<file path="src/rtl/bridge2xheep_pkg.sv">
// Shared types and defaults for the CW305-to-X-HEEP OBI master bridge.
// The optional watchdog is enabled by defining BRIDGE2XHEEP_TIMEOUT_EN.
package bridge2xheep_pkg;

  localparam int unsigned DEF_ADDR_W         = 32;
  localparam int unsigned DEF_DATA_W         = 32;
  localparam int unsigned DEF_STRIDE         = 4;
  localparam int unsigned DEF_TIMEOUT_CYCLES = 1024;

  typedef enum logic [2:0] {
    ST_RESET,
    ST_IDLE,
    ST_LD_ADDR,
    ST_LD_CMD,
    ST_REQ,
    ST_WAIT_RSP,
    ST_DONE,
    ST_WAIT_CLR
  } state_e;

  typedef enum logic {
    OP_WR,
    OP_RD
  } op_e;

  // Which host flag the current command came from, so the right one is cleared.
  typedef enum logic [1:0] {
    FLG_ADDR,
    FLG_WR,
    FLG_RD
  } flag_e;

  function automatic logic state_busy(input state_e s);
    return (s == ST_LD_ADDR) || (s == ST_LD_CMD) || (s == ST_REQ) ||
           (s == ST_WAIT_RSP) || (s == ST_DONE);
  endfunction

endpackage

</file>
<file path="src/rtl/bridge2xheep_addr_cnt.sv">
// Loadable address register that advances by a fixed byte stride and wraps
// silently at 2^ADDR_W.
module bridge2xheep_addr_cnt
  import bridge2xheep_pkg::*;
#(
  parameter int unsigned ADDR_W = DEF_ADDR_W,
  parameter int unsigned STRIDE = DEF_STRIDE
) (
  input  logic              clk,
  input  logic              rst_n,
  input  logic              load,
  input  logic [ADDR_W-1:0] load_val,
  input  logic              inc,
  output logic [ADDR_W-1:0] cur_addr
);

  localparam logic [ADDR_W-1:0] STEP = ADDR_W'(STRIDE);

  // NOTE: sequential state uses non-blocking assignments so every flop samples
  // pre-edge values regardless of process evaluation order.
  always_ff @(posedge clk or negedge rst_n) begin
    if (!rst_n) begin
      cur_addr <= '0;
    end else if (load) begin
      cur_addr <= load_val;
    end else if (inc) begin
      cur_addr <= cur_addr + STEP;
    end
  end

endmodule

</file>
<file path="src/rtl/bridge2xheep_obi_master.sv">
// Turns CW305 host command flags into complete OBI read/write transactions.
// Define BRIDGE2XHEEP_TIMEOUT_EN to build the transaction watchdog.
module bridge2xheep_obi_master
  import bridge2xheep_pkg::*;
#(
  parameter int unsigned ADDR_W         = DEF_ADDR_W,
  parameter int unsigned DATA_W         = DEF_DATA_W,
  parameter int unsigned STRIDE         = DEF_STRIDE,
  parameter int unsigned TIMEOUT_CYCLES = DEF_TIMEOUT_CYCLES
) (
  input  logic                  clk,
  input  logic                  rst_n,
  input  logic                  addr_valid,
  input  logic                  wr_valid,
  input  logic                  rd_valid,
  input  logic [ADDR_W-1:0]     addr_in,
  input  logic [DATA_W-1:0]     wdata_in,
  input  logic [DATA_W/8-1:0]   be_in,
  output logic                  clr_addr_valid_n,
  output logic                  clr_wr_valid_n,
  output logic                  clr_rd_valid_n,
  output logic                  busy,
  output logic [DATA_W-1:0]     rdata_out,
  output logic                  rdata_valid,
  output logic                  timeout,
  output logic [ADDR_W-1:0]     cur_addr,
  output logic                  req,
  output logic                  we,
  output logic [DATA_W/8-1:0]   be,
  output logic [ADDR_W-1:0]     addr,
  output logic [DATA_W-1:0]     wdata,
  input  logic                  gnt,
  input  logic                  rvalid,
  input  logic [DATA_W-1:0]     rdata
);

  localparam int unsigned BE_W = DATA_W / 8;

  state_e            state_q, state_d;
  flag_e             svc_q;
  op_e               op_q;
  logic [DATA_W-1:0] wdata_q;
  logic [BE_W-1:0]   be_q;
  logic [DATA_W-1:0] rdata_q;
  logic              rdata_valid_q;
  logic              svc_flag;
  logic              tmo_hit;
  logic              aborted;

  // State register: async reset lands in RESET, which drops req immediately.
  always_ff @(posedge clk or negedge rst_n) begin
    if (!rst_n) begin
      state_q <= ST_RESET;
    end else begin
      state_q <= state_d;
    end
  end

  always_comb begin
    svc_flag = 1'b0;
    unique case (svc_q)
      FLG_ADDR: svc_flag = addr_valid;
      FLG_WR:   svc_flag = wr_valid;
      FLG_RD:   svc_flag = rd_valid;
      default:  svc_flag = 1'b0;
    endcase
  end

  // NOTE: every combinational output gets a default before the case so no
  // path leaves it unassigned and no latch is inferred.
  always_comb begin
    state_d = state_q;
    unique case (state_q)
      ST_RESET:    state_d = ST_IDLE;
      ST_IDLE: begin
        if (addr_valid) begin
          state_d = ST_LD_ADDR;
        end else if (wr_valid || rd_valid) begin
          state_d = ST_LD_CMD;
        end
      end
      ST_LD_ADDR:  state_d = ST_WAIT_CLR;
      ST_LD_CMD:   state_d = ST_REQ;
      ST_REQ: begin
        if (gnt) begin
          state_d = ST_WAIT_RSP;
        end else if (tmo_hit) begin
          state_d = ST_DONE;
        end
      end
      ST_WAIT_RSP: begin
        if (rvalid || tmo_hit) begin
          state_d = ST_DONE;
        end
      end
      ST_DONE:     state_d = ST_WAIT_CLR;
      ST_WAIT_CLR: begin
        if (!svc_flag) begin
          state_d = ST_IDLE;
        end
      end
      default:     state_d = ST_RESET;
    endcase
  end

  always_comb begin
    req              = (state_q == ST_REQ);
    busy             = state_busy(state_q);
    clr_addr_valid_n = 1'b1;
    clr_wr_valid_n   = 1'b1;
    clr_rd_valid_n   = 1'b1;
    if (state_q == ST_LD_ADDR) begin
      clr_addr_valid_n = 1'b0;
    end else if (state_q == ST_DONE) begin
      clr_wr_valid_n = (svc_q != FLG_WR);
      clr_rd_valid_n = (svc_q != FLG_RD);
    end
  end

  always_ff @(posedge clk or negedge rst_n) begin
    if (!rst_n) begin
      svc_q         <= FLG_ADDR;
      op_q          <= OP_RD;
      wdata_q       <= '0;
      be_q          <= '0;
      rdata_q       <= '0;
      rdata_valid_q <= 1'b0;
    end else begin
      if (state_q == ST_IDLE) begin
        if (addr_valid) begin
          svc_q <= FLG_ADDR;
        end else if (wr_valid) begin
          svc_q <= FLG_WR;
        end else if (rd_valid) begin
          svc_q <= FLG_RD;
        end
      end
      if (state_q == ST_LD_CMD) begin
        if (svc_q == FLG_WR) begin
          op_q    <= OP_WR;
          wdata_q <= wdata_in;
          be_q    <= be_in;
        end else begin
          op_q          <= OP_RD;
          be_q          <= '1;
          rdata_valid_q <= 1'b0;
        end
      end
      // Responses outside WAIT_RSP (stale after reset or a timeout) are ignored.
      if (state_q == ST_WAIT_RSP && rvalid && op_q == OP_RD) begin
        rdata_q       <= rdata;
        rdata_valid_q <= 1'b1;
      end
    end
  end

`ifdef BRIDGE2XHEEP_TIMEOUT_EN
  localparam int unsigned     TMO_W    = $clog2(TIMEOUT_CYCLES + 1);
  localparam logic [TMO_W-1:0] TMO_LAST = TMO_W'(TIMEOUT_CYCLES - 1);

  logic [TMO_W-1:0] tmo_cnt_q;
  logic             timeout_q;
  logic             abort_q;
  logic             bus_phase;
  logic             tmo_fire;

  assign bus_phase = (state_q == ST_REQ) || (state_q == ST_WAIT_RSP);
  assign tmo_hit   = bus_phase && (tmo_cnt_q >= TMO_LAST);
  assign tmo_fire  = tmo_hit && (((state_q == ST_REQ) && !gnt) ||
                                 ((state_q == ST_WAIT_RSP) && !rvalid));

  always_ff @(posedge clk or negedge rst_n) begin
    if (!rst_n) begin
      tmo_cnt_q <= '0;
    end else if (bus_phase) begin
      tmo_cnt_q <= tmo_cnt_q + 1'b1;
    end else begin
      tmo_cnt_q <= '0;
    end
  end

  // abort_q is per transaction and suppresses the address step; timeout_q is sticky.
  always_ff @(posedge clk or negedge rst_n) begin
    if (!rst_n) begin
      timeout_q <= 1'b0;
      abort_q   <= 1'b0;
    end else begin
      if (state_q == ST_LD_ADDR) begin
        timeout_q <= 1'b0;
      end
      if (state_q == ST_LD_CMD) begin
        abort_q <= 1'b0;
      end
      if (tmo_fire) begin
        timeout_q <= 1'b1;
        abort_q   <= 1'b1;
      end
    end
  end

  assign timeout = timeout_q;
  assign aborted = abort_q;
`else
  assign tmo_hit = 1'b0;
  assign timeout = 1'b0;
  assign aborted = 1'b0;
`endif

  bridge2xheep_addr_cnt #(
    .ADDR_W (ADDR_W),
    .STRIDE (STRIDE)
  ) u_addr_cnt (
    .clk      (clk),
    .rst_n    (rst_n),
    .load     (state_q == ST_LD_ADDR),
    .load_val (addr_in),
    .inc      ((state_q == ST_DONE) && !aborted),
    .cur_addr (cur_addr)
  );

  assign we          = (op_q == OP_WR);
  assign be          = be_q;
  assign addr        = cur_addr;
  assign wdata       = wdata_q;
  assign rdata_out   = rdata_q;
  assign rdata_valid = rdata_valid_q;

endmodule

</file>
<file path="config.mk">
export PLATFORM = sky130hd
export DESIGN_NAME = bridge2xheep_obi_master
export DESIGN_NICKNAME = d
export VERILOG_FILES = /design/src/rtl/bridge2xheep_pkg.sv /design/src/rtl/bridge2xheep_addr_cnt.sv /design/src/rtl/bridge2xheep_obi_master.sv
export SDC_FILE = /design/constraint.sdc
export NUM_CORES = 1
export LEC_CHECK = 0
export ABC_AREA = 1
export ABC_CLOCK_PERIOD_IN_PS = 2500
export BUFFER_PORTS_ARGS = -buffer_cell sky130_fd_sc_hd__buf_4
export CORE_MARGIN = 4
export CORE_UTILIZATION = 45
export DETAILED_ROUTE_END_ITERATION = 8
export PLACE_DENSITY = 0.87
export SLEW_MARGIN = 20
export SYNTH_ARGS = -nofsm -noshare
export SYNTH_HDL_FRONTEND = slang
export SYNTH_SLANG_ARGS = --single-unit
</file>
<file path="constraint.sdc">
create_clock -name clk -period 2.5 [get_ports clk]
set_input_delay 0.5 -clock clk [delete_from_list [all_inputs] [get_ports clk]]
set_output_delay 0.5 -clock clk [all_outputs]
set_load 0.01 [all_outputs]
</file>
After elaboration in Yosys (flattened, before gate mapping) --
Index checks and enable logic that the tools add are counted.
Operators by class: bitwise logic cells 1, add/subtract/negate cells 1, order comparisons 0, multiplexer cells 22, $mul 0, divide/modulo/power cells 0, eq/ne operators 16, reductions and logical operators 17, shift operators 0
Operators by type and width (count):
- 32-bit 2-to-1 mux | 2
- 32-bit by 3-bit adder with 32-bit output (second input constant) | 1
- 3-bit case mux with 7 select lines | 1
- 3-bit 2-to-1 mux | 5
- 3-bit == test (second input constant) | 4
- 1-bit 2-to-1 mux | 9
- 3-bit by 2-bit == test with 1-bit output (second input constant) | 2
- 2-bit 2-to-1 mux | 3
- 2-bit by 1-bit inequality test with 1-bit output (second input constant) | 3
- 2-bit inequality test (second input constant) | 3
- 2-bit AND reduction | 3
- 1-bit logical OR | 5
- 4-bit 2-to-1 mux | 1
- 4-bit AND reduction | 1
- 2-bit nonzero test | 2
- 3-bit by 1-bit == test with 1-bit output (second input constant) | 1
- 3-bit zero test | 1
- 3-bit inequality test (second input constant) | 1
- 1-bit case mux with 3 select lines | 1
- 3-bit nonzero test | 1
- 2-bit by 1-bit == test with 1-bit output (second input constant) | 1
- 2-bit == test (second input constant) | 1
- 1-bit logical AND | 2
- 2-bit zero test | 1
- other kinds (2) | 2
Storage, ports and cells: bits in read-only memories 0, input bits 107, logic and storage cells 65, latch bits 0, memory bits (writable) 0, register bits after elaboration 107, memories kept 0

Depth between registers and ports, before layout --
Gate-level depths: netlist of run 1.
word-level depth 5, gate-level depth with buffers 10

Modules after synthesis --
From an unflattened synthesis of run 1, not the netlist that was laid out.
Second synthesis, totals: cell total of the unflattened synthesis 701, area total of the unflattened synthesis 5622.9 um2
Modules (own cells, without submodules):
- bridge2xheep_obi_master | cells an instance 386, seq. area each 1878.1 um2, area each 3463.3 um2, times used 1
- bridge2xheep_addr_cnt | cells an instance 315, seq. area each 800.8 um2, area each 2159.6 um2, times used 1

Least setup slack after synthesis of run 1 --
OpenSTA, ideal clock, no wires.
kind register -> output, from register state_q[1], to output clr_rd_valid_n, path buffers 1, setup slack 0.847 ns, arrival time 1.153 ns, stages on the path, launching flop included 7, path through dfrtp_1 > inv_1 > nor2_1 > inv_2 > nor2_4 > buf_2 > nand3_1
Between the ends: longest elaborated chain between the ends 3
Ends and longest elaborated chain:
- start: declaration | line bridge2xheep_obi_master.sv:39 | state_e state_q, state_d;
- start signal: assignment | line bridge2xheep_obi_master.sv:55 | state_q <= state_d;
- 3-bit == test | line bridge2xheep_obi_master.sv:114 | end else if (state_q == ST_DONE) begin
- 1-bit 2-to-1 mux | line bridge2xheep_obi_master.sv:114
- 1-bit 2-to-1 mux (*) | line bridge2xheep_obi_master.sv:112 | if (state_q == ST_LD_ADDR) begin
- end: declaration | line bridge2xheep_obi_master.sv:21 | output logic clr_rd_valid_n,
Mark *: on every way between the ends. The rest lies on a longest branch, timed or not.

Worst setup path after layout of run 1 --
Ends and elaborated chain as after synthesis.

==> results of run 1 <==
==> flip-flops by register name (all words and copies together), names as in the netlist <==
signal               count
be                       4
u_addr_cnt.cur_addr     32
state_q                  3
rdata_valid              1
svc_q                    2
wdata                   32
rdata_out               32
op_q                     1
==> cells by family (layout without fill, tap and decap cells) <==
logic type	after synthesis	after routing	synth area share [%]
DFF	107	107	49.7
other	1	1	0.0695
xor gates and xnor gates	12	12	1.95
and+or+nand+nor	439	439	32.1
AOI/OAI and AO/OA	54	54	6.70
adders and majority gates	1	1	0.232
buffers and inverters	89	302	9.32
==> synthesized netlist by cell type, types with 4 or more instances <==
library cell,instances
a22oi_1,28
clkbuf_1,5
inv_2,6
nor2_4,4
nand2_1,347
o21ai_0,18
xor2_1,8
dfrtp_1,106
nor2_1,57
nand3_1,23
buf_2,9
xnor2_1,4
inv_1,30
o22a_1,4
nand3b_1,4
buf_4,36
==> worst reg2reg max path: stages, from the launching register on <==
cell	delay (ps)
dfrtp_1	420
inv_2	120
nand2_1	130
nor2_4	200
inv_2	90
nor2_4	320
inv_2	340
o22a_1	250
==> layer usage <==
metal | part of all wire [%] | up-vias | global-route usage, % | wire, um
met5 | 0 | - | 0 | 0
met4 | 3.1 | 0 | 9.23 | 485
met3 | 8.8 | 34 | 6.78 | 1390
met2 | 51 | 215 | 39.8 | 8040
met1 | 37 | 2422 | 26.1 | 5900
li1 | - | 2575 | - | -
==> report_power, final <==
part / switching [mW] / internal, mW / total [mW]
combinational: 2.18 / 2.07 / 4.24
clock: 0.677 / 0.692 / 1.37
sequential: 0.821 / 2.56 / 3.38
total: 3.68 / 5.32 / 9.00
==> cell type report <==
cell class | count | area share [%]
clock inverter | 7 | 0.813
clock buffer | 9 | 3.05
sequential | 107 | 36.3
inverter | 36 | 1.86
timing repair buffer | 250 | 25.6
multi-input combinational | 507 | 30.0
tap | 143 | 2.42
==> path summary, 6_finish.rpt <==
path | from | endpoint | slack (ps) | cells past startpoint
worst max-delay path | state_q[1]$_DFFE_PN0P_ | clr_rd_valid_n | 240 | 6
worst min-delay path | rst_n | u_addr_cnt.cur_addr[31]$_DFFE_PN0P_ | 190 | 2
worst max register to register | state_q[2]$_DFFE_PN0P_ | be[3]$_DFFE_PN0P_ | 520 | 7
worst min register to register | wdata[5]$_DFFE_PN0P_ | wdata[5]$_DFFE_PN0P_ | 480 | 2
max in group asynchronous | rst_n | u_addr_cnt.cur_addr[8]$_DFFE_PN0P_ | 1820 | 2
min in group clk | rdata[1] | rdata_out[1]$_DFFE_PN0P_ | 340 | 3
==> per-stage QoR <==
stage,area [um2],total power [mW]
6_report,7380,9.00
5_1_grt,7380,9.68
4_1_cts,7380,9.07
3_5_place_dp,7100,7.68
3_3_place_gp,7100,7.53
2_1_floorplan,5390,5.65
==> flow_metrics.tcl, run 1 <==
set metrics [dict create \
    status "finished, final reports clean" \
    cpPeakStageDelay_ps 400 \
    fin_cells 1059 \
    htree_levels 3 \
    slew_violations 0 \
    fill_cells 988 \
    grt_max_degree 108 \
    drive_gt1_share_pct 30.7 \
    first_pass_iters 6 \
    critPathKind "reg -> out" \
    crit_fanout 33 \
    start_util_pct 46.6 \
    dp_hpwl_um 12000 \
    fin_skew_ps 6.15 \
    synth-edff-count 0 \
    ff_latch_area_um2 2680 \
    hp-class "in -> async" \
    ys_ff_latch 107 \
    cts_inserted_buffers 9 \
    worst_pin_slew_ps 610 \
    synthFlopType "dfrtp_1" \
    drc 0 \
    synthCells 703 \
    yosysUniqueCellTypes 25 \
    rows 39 \
    max_freq_ghz 0.442 \
    drt_iter0_drc 406 \
    clockBufferDepth 2 \
    final_util_pct 63.9 \
    hold_ws_ps 187 \
    leakage_nw 3.89 \
    netlist.area_leader.share_pct 49.2 \
    async_flop_share_pct 100 \
    overflow 0 \
    grt_pass1_vias 5237 \
    multi_input_area_um2 2210 \
    wirelength_um 15800 \
    synth_top_area_cell "dfrtp_1" \
    final_cell_mix "347 x nand2_1, 249 x buf_4, 106 x dfrtp_1" \
    path_clk_slew_ps 70 \
    ios 247 \
    grt_usage_pct 22.8 \
    syn-cell-area_um2 5390 \
    nets 1019 \
    min_period_ps 2260 \
    yosysWarnings 0 \
    cts_resized 0 \
    fin_crit_sh_pct 90.5 \
    cap_viol_max_count 0 \
    end_kind "output pin" \
    postCtsSetupRepairBufs 0 \
    die_h_um 117 \
    die_w_um 117 \
    worst_path_max_delay_cell "dfrtp_1" \
    fin_ws_ps 236 \
    routedWlPerCell_um 14.9 \
    synth_top_cells_by_area "dfrtp_1 49%, nand2_1 24%, buf_4 5.0%" \
    syn_to_final_growth_pct 36.9 \
    layout_commonest_cell "nand2_1" \
    cts_tree "done" \
    slew_headroom_pct 59.3 \
    vias_per_cell 4.95 \
    tns_ps 0 \
    antenna_found_initial 0 \
    syn_avg_cell_area_um2 7.67 \
    path_cells "inv_1, nor2_1, inv_4, nor2_4, nand3_1, buf_4" \
    antenna_left 0 \
    syn_nets 811 \
    required_ps 2000 \
    critPathLaunchType "flop" \
    post-place-cells 1043 \
    clockRootBuffer "clkbuf_16" \
    gp_congestion 0.899 \
    cp.arrival_ps 1760 \
    peakVddDrop_mv 0.737 \
    finalHoldViolations 0 \
    core-area_um2 11600 \
    rsz0062_at_grt "no" \
    preCtsSetupSlack_ps 491 \
    clkLatencyLatePin_ps 350 \
    power.density_nw_per_um2 1220 \
    vias 5246 \
    dieArea_um2 13800 \
    path_buf_inv 3 \
    ys_seq_area_share_pct 49.7 \
    setup_violations 0 \
    grt_pass1_wl_um 25900 \
    antenna_cells 0 \
    io_buffer_count 245 \
    cts_hold_buf 0 \
    critical-path-top-delay-family "simple AND/OR/NAND/NOR gates" \
    clock_sinks 107 \
]
(Power assumes the default switching activity.)
==> inputs of run 2 (changes only) <==
--- a/config.mk
+++ b/config.mk
@@ -8,6 +8,7 @@
 export ABC_AREA = 1
 export ABC_CLOCK_PERIOD_IN_PS = 2500
 export BUFFER_PORTS_ARGS = -buffer_cell sky130_fd_sc_hd__buf_4
+export CORE_ASPECT_RATIO = 1.5
 export CORE_MARGIN = 4
 export CORE_UTILIZATION = 45
 export DETAILED_ROUTE_END_ITERATION = 8
==> constraint.sdc (replaced) <==
create_clock -name clk -period 2.5 [get_ports clk]
set_input_delay 0.5 -clock clk [delete_from_list [all_inputs] [get_ports clk]]
set_output_delay 0.5 -clock clk [all_outputs]
set_load 0.1 [all_outputs]
==> run 2 against run 1 <==
Worst setup slack worse by 42 ps. Clock skew is 1.1 ps higher. Final cell count is 0.85% higher. First-iteration DRC count is 43% lower. Sequential cell count stayed put. Critical path type unchanged.
==> flow_metrics.tcl, run 2 (same netlist as run 1, synthesis figures left out) <==
set metrics [dict create \
    status "finished, final reports clean" \
    routedWlPerCell_um 14.5 \
    cts_resized 0 \
    die_w_um 97.4 \
    rsz0062_at_grt "no" \
    clockBufferDepth 2 \
    critPathLaunchType "flop" \
    grt_pass1_vias 5236 \
    drt_iter0_drc 232 \
    grt_max_degree 44 \
    crit_fanout 33 \
    cts_tree "done" \
    cap_viol_max_count 0 \
    cts_inserted_buffers 9 \
    worst_path_max_delay_cell "dfrtp_1" \
    finalHoldViolations 0 \
    cpPeakStageDelay_ps 450 \
    clock_sinks 107 \
    final_cell_mix "347 x nand2_1, 251 x buf_4, 106 x dfrtp_1" \
    fin_skew_ps 7.22 \
    cp.arrival_ps 1810 \
    drive_gt1_share_pct 30.8 \
    core-area_um2 11700 \
    min_period_ps 2310 \
    slew_headroom_pct 61.5 \
    cts_hold_buf 0 \
    path_cells "nor2_1, inv_4, nor2_4, nand3_1, buf_4" \
    clkLatencyLatePin_ps 340 \
    path_clk_slew_ps 80 \
    layout_commonest_cell "nand2_1" \
    clockRootBuffer "clkbuf_16" \
    ios 247 \
    required_ps 2000 \
    antenna_cells 0 \
    start_util_pct 46.3 \
    rows 48 \
    end_kind "output pin" \
    antenna_found_initial 0 \
    wirelength_um 15400 \
    vias_per_cell 4.89 \
    syn_to_final_growth_pct 38.0 \
    nets 1021 \
    path_buf_inv 2 \
    grt_usage_pct 22.0 \
    drc 0 \
    antenna_left 0 \
    critical-path-top-delay-family "simple AND/OR/NAND/NOR gates" \
    die_h_um 142 \
    fin_crit_sh_pct 92.2 \
    critPathKind "reg -> out" \
    tns_ps 0 \
    overflow 0 \
    dieArea_um2 13800 \
    max_freq_ghz 0.434 \
    grt_pass1_wl_um 24900 \
    slew_violations 0 \
    gp_congestion 0.956 \
    htree_levels 3 \
    worst_pin_slew_ps 577 \
    hp-class "in -> async" \
    io_buffer_count 245 \
    vias 5224 \
    dp_hpwl_um 11800 \
    setup_violations 0 \
    r2r_setup_slack_ps 650 \
    first_pass_iters 5 \
    postCtsSetupRepairBufs 0 \
]
-- run 2: cell count changes in the layout (fill, tap and decap cells not counted) --
cell,previous run,this run
inv_8,0,3
clkbuf_8,0,1
clkinv_8,1,0
buf_4,249,251
clkinvlp_4,1,0
clkinv_2,2,0
bufinv_16,0,1
clkinv_4,0,2
inv_6,3,0
-- run 2: through the flow --
stage / cells / setup slack, ps / hold WS (ps) / utilization [%] / area (um2)
after floorplan: 703 / 131 / 204 / - / 5390
after global placement: 1052 / 507 / 455 / 61.1 / 7120
after detailed placement: 1052 / 484 / 458 / 61.1 / 7120
after CTS: 1068 / 112 / 80.8 / 63.9 / 7440
after global routing: 1068 / 49.2 / 84.6 / 63.9 / 7440
final: 1068 / 195 / 84.6 / 63.9 / 7440
-- run 2: worst register-to-register path, cell delays in order, from the launching register on --
cell,delay [ps]
dfrtp_1,450
nor2_1,300
inv_4,210
nor2_4,170
buf_4,290
inv_1,140
o21ai_0,190
-- run 2: final timing paths --
path	from	end	depth (start not counted)
worst min-delay path	rst_n	wdata[5]$_DFFE_PN0P_	1
worst min register to register	wdata[31]$_DFFE_PN0P_	wdata[31]$_DFFE_PN0P_	2
worst max register to register	state_q[0]$_DFFE_PN0P_	u_addr_cnt.cur_addr[9]$_DFFE_PN0P_	6
max in group asynchronous	rst_n	rdata_out[19]$_DFFE_PN0P_	2
min in group clk	rdata[28]	rdata_out[28]$_DFFE_PN0P_	3
worst max-delay path	state_q[0]$_DFFE_PN0P_	clr_rd_valid_n	5
-- run 2: area by class of cell --
type                    instances  area (um2)
fillers                      1042        4210
flip-flops and latches        107        2680
inverters                      36         138
well taps                     150         188
clock inverters                 6        81.3
clock buffers                  10         239
repair buffers                252        1900
multi-input cells             507        2210
-- run 2: routing by layer --
metal	part of all wire (%)	GRT usage, %	up-vias
met4	4.1	10.6	0
met5	0	0	-
li1	-	-	2576
met1	36	24.1	2371
met3	8.1	5.44	45
met2	52	39.8	232
Power of run 2 is left out: the tool's default activity adds up to more than one toggle a clock period on the data nets, which glitch-free logic cannot reach.
